[src/rtl/turn_sequencer_if.sv]
// Signal bundle between the turn_sequencer and its surroundings (KEY front end and
// hand/score datapath). master = the driving environment, slave = the sequencer.
interface turn_sequencer_if #(
   parameter int NUM_PLAYERS = 4
);
   localparam int PW = (NUM_PLAYERS > 1) ? $clog2(NUM_PLAYERS) : 1;

   // Handshake: player_valid qualifies player; player is meaningful only while it is 1.
   // There is no back-pressure: inputs are sampled every rising clock edge.
   logic                   enable;
   logic                   next;
   logic                   stand;
   logic                   bust;
   logic                   new_round;
   logic [PW-1:0]          player;
   logic                   player_valid;
   logic [NUM_PLAYERS-1:0] active;
   logic                   round_done;
   logic [7:0]             turn_count;
   logic                   timeout;
   logic [2:0]             state_dbg;

   modport master (
      output enable, next, stand, bust, new_round,
      input  player, player_valid, active, round_done, turn_count, timeout, state_dbg
   );

   modport slave (
      input  enable, next, stand, bust, new_round,
      output player, player_valid, active, round_done, turn_count, timeout, state_dbg
   );
endinterface

[src/rtl/turn_sequencer.sv]
// Turn controller for the 21 card game: walks the active players, retires those who
// stand, bust or time out. Optional per-turn timer enabled by `define TURN_TIMEOUT_EN.
module turn_sequencer #(
   parameter int NUM_PLAYERS    = 4,
   parameter int TIMEOUT_CYCLES = 500000000
) (
   input logic             clock,
   input logic             resetn,
   turn_sequencer_if.slave bus
);
   localparam int PW = (NUM_PLAYERS > 1) ? $clog2(NUM_PLAYERS) : 1;
   localparam int SW = PW + 1;
   localparam logic [PW-1:0] LAST_PLAYER = PW'(NUM_PLAYERS - 1);
   localparam logic [SW-1:0] LAST_STEP   = SW'(NUM_PLAYERS - 1);

   typedef enum logic [2:0] {
      ST_IDLE = 3'd0,
      ST_TURN = 3'd1,
      ST_WAIT = 3'd2,
      ST_SEEK = 3'd3,
      ST_DONE = 3'd4
   } state_t;

   state_t                 state_q, state_d;
   logic [PW-1:0]          player_q, player_d;
   logic [PW-1:0]          player_nxt;
   logic [NUM_PLAYERS-1:0] active_q, active_d;
   logic [7:0]             turn_count_q, turn_count_d;
   logic                   stand_q, stand_d;
   logic [SW-1:0]          seek_cnt_q, seek_cnt_d;
   logic                   player_valid_q, player_valid_d;
   logic                   round_done_q, round_done_d;
   logic                   timeout_q, timeout_d;
   logic                   enter_turn;
   logic                   timeout_hit;

   function automatic logic [7:0] sat_inc(input logic [7:0] v);
      return (v == 8'hFF) ? v : v + 8'd1;
   endfunction

   always_comb begin
      state_d      = state_q;
      player_d     = player_q;
      active_d     = active_q;
      turn_count_d = turn_count_q;
      stand_d      = stand_q;
      seek_cnt_d   = seek_cnt_q;
      timeout_d    = 1'b0;
      enter_turn   = 1'b0;
      player_nxt   = (player_q == LAST_PLAYER) ? '0 : player_q + PW'(1);

      if (!bus.enable) begin
         // Pause keeps player and active so play resumes where it stopped.
         state_d = ST_IDLE;
      end else if (bus.new_round && (state_q != ST_IDLE)) begin
         active_d     = '1;
         player_d     = '0;
         turn_count_d = '0;
         state_d      = ST_TURN;
         enter_turn   = 1'b1;
      end else begin
         case (state_q)
            ST_IDLE: begin
               state_d    = ST_TURN;
               enter_turn = 1'b1;
            end
            ST_TURN: begin
               if (bus.bust || timeout_hit) begin
                  active_d[player_q] = 1'b0;
                  turn_count_d       = sat_inc(turn_count_q);
                  seek_cnt_d         = '0;
                  timeout_d          = !bus.bust;
                  state_d            = ST_SEEK;
               end else if (bus.next) begin
                  stand_d      = bus.stand;
                  turn_count_d = sat_inc(turn_count_q);
                  state_d      = ST_WAIT;
               end
            end
            ST_WAIT: begin
               if (!bus.next) begin
                  if (stand_q) active_d[player_q] = 1'b0;
                  seek_cnt_d = '0;
                  state_d    = ST_SEEK;
               end
            end
            ST_SEEK: begin
               // Active is checked before the step limit so a lone survivor gets its turn back.
               player_d   = player_nxt;
               seek_cnt_d = seek_cnt_q + SW'(1);
               if (active_q[player_nxt]) begin
                  state_d    = ST_TURN;
                  enter_turn = 1'b1;
               end else if (seek_cnt_q == LAST_STEP) begin
                  state_d = ST_DONE;
               end
            end
            ST_DONE: state_d = ST_DONE;
            default: state_d = ST_IDLE;
         endcase
      end

      player_valid_d = (state_d == ST_TURN);
      round_done_d   = (state_d == ST_DONE);
   end

   always_ff @(posedge clock or negedge resetn) begin
      if (!resetn) begin
         state_q        <= ST_IDLE;
         player_q       <= '0;
         active_q       <= '1;
         turn_count_q   <= '0;
         stand_q        <= 1'b0;
         seek_cnt_q     <= '0;
         player_valid_q <= 1'b0;
         round_done_q   <= 1'b0;
         timeout_q      <= 1'b0;
      end else begin
         state_q        <= state_d;
         player_q       <= player_d;
         active_q       <= active_d;
         turn_count_q   <= turn_count_d;
         stand_q        <= stand_d;
         seek_cnt_q     <= seek_cnt_d;
         player_valid_q <= player_valid_d;
         round_done_q   <= round_done_d;
         timeout_q      <= timeout_d;
      end
   end

`ifdef TURN_TIMEOUT_EN
   localparam int TW = (TIMEOUT_CYCLES > 1) ? $clog2(TIMEOUT_CYCLES) : 1;
   localparam logic [TW-1:0] TMR_LAST = TW'(TIMEOUT_CYCLES - 1);

   logic [TW-1:0] tmr_q, tmr_d;

   // Restarts on every TURN entry; outside TURN (notably WAIT) it simply holds.
   always_comb begin
      tmr_d = tmr_q;
      if (enter_turn) begin
         tmr_d = '0;
      end else if (state_q == ST_TURN) begin
         tmr_d = tmr_q + TW'(1);
      end
   end

   always_ff @(posedge clock or negedge resetn) begin
      if (!resetn) begin
         tmr_q <= '0;
      end else begin
         tmr_q <= tmr_d;
      end
   end

   assign timeout_hit = (state_q == ST_TURN) && !bus.next && (tmr_q == TMR_LAST);
`else
   logic unused_timeout_cfg;

   // No timer is built: turns never expire and timeout stays low.
   assign timeout_hit        = 1'b0;
   assign unused_timeout_cfg = enter_turn & (TIMEOUT_CYCLES > 0);
`endif

   assign bus.player       = player_q;
   assign bus.player_valid = player_valid_q;
   assign bus.active       = active_q;
   assign bus.round_done   = round_done_q;
   assign bus.turn_count   = turn_count_q;
   assign bus.timeout      = timeout_q;
   assign bus.state_dbg    = state_q;
endmodule

[src/flat_wrapper.sv]
// flat-port wrapper written by rule: the top's interface ports become plain ports
module turn_sequencer_flat 
#(
   parameter int NUM_PLAYERS    = 4,
   parameter int TIMEOUT_CYCLES = 500000000
)
  (clock, resetn, bus_enable, bus_next, bus_stand, bus_bust, bus_new_round, bus_player, bus_player_valid, bus_active, bus_round_done, bus_turn_count, bus_timeout, bus_state_dbg);
  turn_sequencer_if #(.NUM_PLAYERS(NUM_PLAYERS)) bus_i ();
  input logic clock;
  input logic resetn;
  input wire logic [$bits(bus_i.enable)-1:0] bus_enable;
  input wire logic [$bits(bus_i.next)-1:0] bus_next;
  input wire logic [$bits(bus_i.stand)-1:0] bus_stand;
  input wire logic [$bits(bus_i.bust)-1:0] bus_bust;
  input wire logic [$bits(bus_i.new_round)-1:0] bus_new_round;
  output wire logic [$bits(bus_i.player)-1:0] bus_player;
  output wire logic [$bits(bus_i.player_valid)-1:0] bus_player_valid;
  output wire logic [$bits(bus_i.active)-1:0] bus_active;
  output wire logic [$bits(bus_i.round_done)-1:0] bus_round_done;
  output wire logic [$bits(bus_i.turn_count)-1:0] bus_turn_count;
  output wire logic [$bits(bus_i.timeout)-1:0] bus_timeout;
  output wire logic [$bits(bus_i.state_dbg)-1:0] bus_state_dbg;
  assign bus_i.enable = bus_enable;
  assign bus_i.next = bus_next;
  assign bus_i.stand = bus_stand;
  assign bus_i.bust = bus_bust;
  assign bus_i.new_round = bus_new_round;
  assign bus_player = bus_i.player;
  assign bus_player_valid = bus_i.player_valid;
  assign bus_active = bus_i.active;
  assign bus_round_done = bus_i.round_done;
  assign bus_turn_count = bus_i.turn_count;
  assign bus_timeout = bus_i.timeout;
  assign bus_state_dbg = bus_i.state_dbg;
  turn_sequencer #(.NUM_PLAYERS(NUM_PLAYERS), .TIMEOUT_CYCLES(TIMEOUT_CYCLES)) u_core (.clock(clock), .resetn(resetn), .bus(bus_i));
endmodule
[config.mk]
export PLATFORM = sky130hd
export DESIGN_NAME = turn_sequencer_flat
export DESIGN_NICKNAME = d
export VERILOG_FILES = /design/src/rtl/turn_sequencer_if.sv /design/src/rtl/turn_sequencer.sv /design/src/flat_wrapper.sv
export SDC_FILE = /design/constraint.sdc
export NUM_CORES = 1
export LEC_CHECK = 0
export BUFFER_PORTS_ARGS = -buffer_cell sky130_fd_sc_hd__buf_2
export CAP_MARGIN = 20
export CORE_UTILIZATION = 27
export CTS_CLUSTER_DIAMETER = 40
export DETAILED_ROUTE_END_ITERATION = 8
export PLACE_DENSITY_LB_ADDON = 0.12
export SLEW_MARGIN = 15
export SYNTH_ARGS = -nofsm -noshare
export SYNTH_HDL_FRONTEND = slang
export SYNTH_SLANG_ARGS = --single-unit
[constraint.sdc]
create_clock -name clock -period 2.4 [get_ports clock]
set_input_delay 0.24 -clock clock [delete_from_list [all_inputs] [get_ports clock]]
set_output_delay 0.24 -clock clock [all_outputs]
set_load 0.1 [all_outputs]
---- Yosys cells after proc, flatten, opt, wreduce, memory -nomap -nowiden ----
Index checks and enable logic that the tools add are counted.
operators by class
  add/sub/neg operators ................... 3
  reduce and logical (&&, ||, !) cells .... 15
  order comparisons ....................... 3
  equality and inequality tests ........... 14
  bitwise operators ....................... 4
  muxes and demuxes ....................... 32
operator list
  cell                                                                          count
  8-bit two-way mux                                                             5
  3-bit two-way mux                                                             9
  4-bit two-way mux                                                             4
  3-bit one-hot mux with 5 select lines                                         1
  5-bit AND reduction                                                           3
  3-bit nonzero test                                                            4
  3-bit by 2-bit equality test with 1-bit output, second input constant         3
  3-bit one-hot mux with 3 select lines                                         1
  8-bit by 1-bit adder with 8-bit output, second input constant                 1
  8-bit equality test, second input constant                                    1
  4-bit one-hot mux with 2 select lines                                         1
  3-bit by 1-bit equality test with 1-bit output, second input constant         2
  3-bit equality test, second input constant                                    2
  2-bit by 3-bit less-than comparator with 1-bit output, second input constant  2
  1-bit two-way mux                                                             6
  2-bit two-way mux                                                             3
  3-bit by 2-bit != test with 1-bit output, second input constant               2
  4-bit bitwise AND                                                             1
  2-bit != test, second input constant                                          2
  4-bit NOT                                                                     1
  2-bit nonzero test                                                            2
  3-bit by 1-bit adder with 3-bit output, second input constant                 1
  3-bit logical NOT                                                             1
  3-bit by 1-bit != test with 1-bit output, second input constant               1
  10 further kinds                                                              12
word-level totals
  word-level logic and storage cells ...... 80
  output and inout port bits .............. 20
  flip-flop bits (word level) ............. 24
  input port bits ......................... 7

---- Logic depth before layout (Yosys ltp) ----
  depth after elaboration ................. 10
  mapped depth ............................ 5
  gate-level depth less buffers ........... 5

---- Worst setup path after synthesis ----
Ideal clock, no wire load.
  path type ............................... flip-flop to flip-flop
  start point ............................. register u_core.player_q[0], in the netlist u_core.bus.player[0]
  end point ............................... register u_core.state_q[1], in the netlist u_core.bus.state_dbg[1]
  data arrival time ....................... 2323 ps
  path slack .............................. -24 ps
  period minus slack after synthesis ...... 2424 ps
  cell stages (with the launch flop) ...... 6
  data required time ...................... 2299 ps
  buffers on the path ..................... 0
  path through ............................ dfrtp_1 > ha_1 > nor2_1 > mux4_2 > o211a_1 > nor4_1
between the ends
  word-level cells in the longest chain between the ends .. 8
  elaborated cells on any way between the ends .. 9
  those cells by class .................... add/sub: 1; eq/ne: 1; mux: 7
ends and longest elaborated chain
  element                                                                        RTL line               source
  start: declaration                                                             turn_sequencer.sv:25   logic [PW-1:0] player_q, player_d;
  start signal: assignment                                                       turn_sequencer.sv:120  player_q <= player_d;
  2-bit by 1-bit adder with 2-bit output or 2-bit equality test (tied branches)  turn_sequencer.sv:50   player_nxt = (player_q == LAST_PLAYER) ? '0 : player_q + PW'(1);
  2-bit two-way mux (*)                                                          turn_sequencer.sv:50
  1-bit binary-select mux with 2-bit select (*)                                  turn_sequencer.sv:91   if (active_q[player_nxt]) begin
  1-bit two-way mux (not written as such) (*)                                    turn_sequencer.sv:91
  3-bit two-way mux (*)                                                          turn_sequencer.sv:91
  3-bit one-hot mux with 5 select lines (*)                                      turn_sequencer.sv:62   case (state_q)
  3-bit two-way mux (*)                                                          turn_sequencer.sv:55   end else if (bus.new_round && (state_q != ST_IDLE)) begin
  3-bit two-way mux (*)                                                          turn_sequencer.sv:52   if (!bus.enable) begin
  named net u_core.state_d[1]                                                    turn_sequencer.sv:24   state_t state_q, state_d;
  end signal: assignment                                                         turn_sequencer.sv:119  state_q <= state_d;
  end: declaration                                                               turn_sequencer.sv:24
The timed path passes the listed nets; every way through them passes the cells marked *. The select of a mux whose other input is x is not followed.
A chain may end at the register's enable or synchronous reset.

---- Final worst setup path ----
Ends and elaborated chain as after synthesis.

==> metrics.yaml <==
fin_crit_ns: 2.02
clk_latency_ns: 0.26
fin_skew_ns: 0.00320
rows: 25
area_growth_syn_to_layout_pct: 18.0
num_antenna_cells: 0
synth_ff_type: "dfrtp_1"
leakage_nw: 0.708
dieArea_um2: 5240
finalSetupTns_ns: 0
netlist.area_leader.share_pct: 35.5
use_met1_pct: 18.8
cts_made_buffers: 3
vias: 1110
die_w_um: 72.4
critPathKind: "register to register"
synthArstFlopShare_pct: 100
start_util_pct: 28.2
viasPerCell: 4.87
combPwrFrac_pct: 50.0
dp_hpwl_um: 2360
swShare_pct: 52.1
r2r_slack_ns: 0.38
power_density_nw_per_um2: 1040
required_ns: 2.56
max_clock_freq_mhz: 496
setup_viol: 0
cp-end-kind: "register"
power_frac_clock_pct: 15.0
crit_path_max_incr_delay_ns: 0.57
use_met3_pct: 2.08
clkTransAtPathRegs_ns: 0.08
top_usage_layer: "met2"
finalMaxSlewViolations: 0
slew_headroom_pct: 64.4
cts_tree: "yes"
p_seq_share_pct: 35.0
grt_pass1_vias: 1076
ctsResizeCount: 0
crit_slowest_cell: "mux4_2"
fill_cells: 532
synth_cell_types: 47
drtPass1Iterations: 4
maxCapViolations: 0
wl_per_cell_um: 13.7
first_iter_violations: 62
die_h_um: 72.4
core_um2: 4750
hold_viol: 0
crit_fanout: 6
syn_nets: 150
synth_top_area_cell: "dfrtp_1"
grt_setup_unrepaired: "no"
p_int_mw: 0.785
io_buffers: 25
drc: 0
grt_max_degree: 24
peakVddDrop_mv: 0.535
synth-edff-count: 0
cts_root_buffer: "clkbuf_8"
drive_gt1_share_pct: 24.2
syn-instance-count: 136
min_period_over_period_pct: 84.0
totalWireLength_um: 3120
ys_seq_area_share_pct: 43.4
crit_path_start_kind: "register"
cp_cell_sequence: "ha_1, nor2_1, mux4_2, o211a_1, nor4_1"
regArea_um2: 582
grt_usage_pct: 13.2
status: "completed"
synth_seq_cells: 23
grt_use_met2_pct: 20.5
multiInputGateArea_um2: 693
ys_warn_count: 0
grt_pass1_wl_um: 5380
post_cts_buffers: 0
io_pins: 27
syn_area_um2: 1340
cp.arrival_ns: 2.18
cts_max_level: 1
dp.cells: 223
gp_congestion: 0.775
yosys-top-cells-area: "dfrtp_1, dfstp_2, ha_1"
cts_max_path_buffers: 2
hold_path.class: "primary input to register"
clock-sinks: 23
nNetsFinal: 176
overflow: 0
syn_avg_cell_area_um2: 9.84
worstMarginPinSlew_ns: 0.535
antenna_found_initial: 0
switchingPower_mw: 0.855
ant_nets: 0
finalNonFillerCells: 228
[stage by stage]
| step | hold slack (ns) | setup WS [ns] | utilization [%] | instance area, um^2 | power (mW) |
|---|---|---|---|---|---|
| final | 0.239 | 0.384 | 33.2 | 1580 | 1.64 |
| after global routing | 0.229 | 0.299 | 33.2 | 1580 | 1.75 |
| after CTS | 0.230 | 0.369 | 33.2 | 1580 | 1.66 |
| after detailed placement | 0.272 | 0.381 | 32.1 | 1530 | 1.41 |
| after global placement | 0.254 | 0.498 | 32.1 | 1530 | 1.40 |
| after floorplan | -0.0556 | 0.0203 | - | 1340 | 1.26 |
[power groups by stage]
stage	Clock, mW	Sequential [mW]	Combinational (mW)
2_1_floorplan	0	0.982	0.275
3_3_place_gp	0	0.582	0.817
3_5_place_dp	0	0.585	0.823
4_1_cts	0.257	0.576	0.827
5_1_grt	0.275	0.599	0.877
6_report	0.246	0.574	0.820
[critical path, delay by kind of cell (launching register included)]
family | cells | cell delay, ns
AND/OR/NAND/NOR | 2 | 0.44
flip-flops | 1 | 0.44
multiplexers | 1 | 0.57
AO/OA/AOI/OAI | 1 | 0.23
adder cells (fa/ha/maj) | 1 | 0.22
[area by class of cell]
class                           count  share of cell area [%]
Clock buffer                        4                    2.85
Inverter                           11                    2.61
Multi-Input combinational cell     97                    43.9
Sequential cell                    23                    36.8
Tap cell                           67                    5.30
Timing Repair Buffer               26                    8.55
[sequential cells by signal, indices dropped and copies added, names as in the netlist]
name and count:
u_core.bus.round_done 1, u_core.bus.turn_count 8, u_core.bus.active 4, u_core.bus.player_valid 1
u_core.stand_q 1, u_core.seek_cnt_q 3, u_core.bus.state_dbg 3, u_core.bus.player 2
[synthesized netlist by cell type (all sizes together), types with 3 or more instances]
| cell type | number |
|---|---|
| nand2b | 4 |
| nor2 | 5 |
| o41ai | 3 |
| nand2 | 15 |
| ha | 7 |
| o21ai | 9 |
| a21oi | 5 |
| dfrtp | 19 |
| inv | 11 |
| mux2i | 3 |
| nand3 | 3 |
| and3 | 3 |
| o21a | 3 |
| clkbuf | 3 |
| dfstp | 4 |
[final timing paths]
kind | from | end | cells past startpoint
worst max-delay path | u_core.bus.player[0] | u_core.bus.state_dbg[1] | 5
worst min-delay path | bus_stand | u_core.stand_q | 2
worst max register to register | u_core.bus.player[0] | u_core.bus.state_dbg[1] | 5
worst min register to register | u_core.seek_cnt_q[0] | u_core.seek_cnt_q[0] | 1
max in group asynchronous | resetn | u_core.bus.player[0] | 2
min in group asynchronous | resetn | u_core.bus.turn_count[2] | 2
[kinds of logic after synthesis]
logic type	Yosys count	synth area share [%]
and+or+nand+nor	47	20.3
other	1	0.280
adders and majority gates	7	6.54
muxes	5	4.77
DFF	23	43.4
AOI/OAI and AO/OA	37	19.9
buffers and inverters	16	4.86
[layout by cell type, fill, tap and decap left out, types with 4 or more instances in the layout]
cell type / count
ha_1: 7
buf_2: 25
inv_1: 11
nand2_1: 14
dfstp_2: 4
o21ai_0: 9
dfrtp_1: 18
nor2_1: 5
a21oi_1: 5
nand2b_1: 4
[routing by layer]
| metal | vias up | wire length [um] |
|---|---|---|
| met2 | 24 | 1420 |
| met1 | 536 | 1560 |
| met3 | 2 | 111 |
| li1 | 548 | - |
| met5 | - | 0 |
| met4 | 0 | 26 |
[timing repair]
action / CTS / global route
hold buffers: 1 / 0
hold endpoints to repair: 19 / 0
endpoints found under the setup margin: 0 / 0
Note: power is estimated with default switching activity, not from simulation.
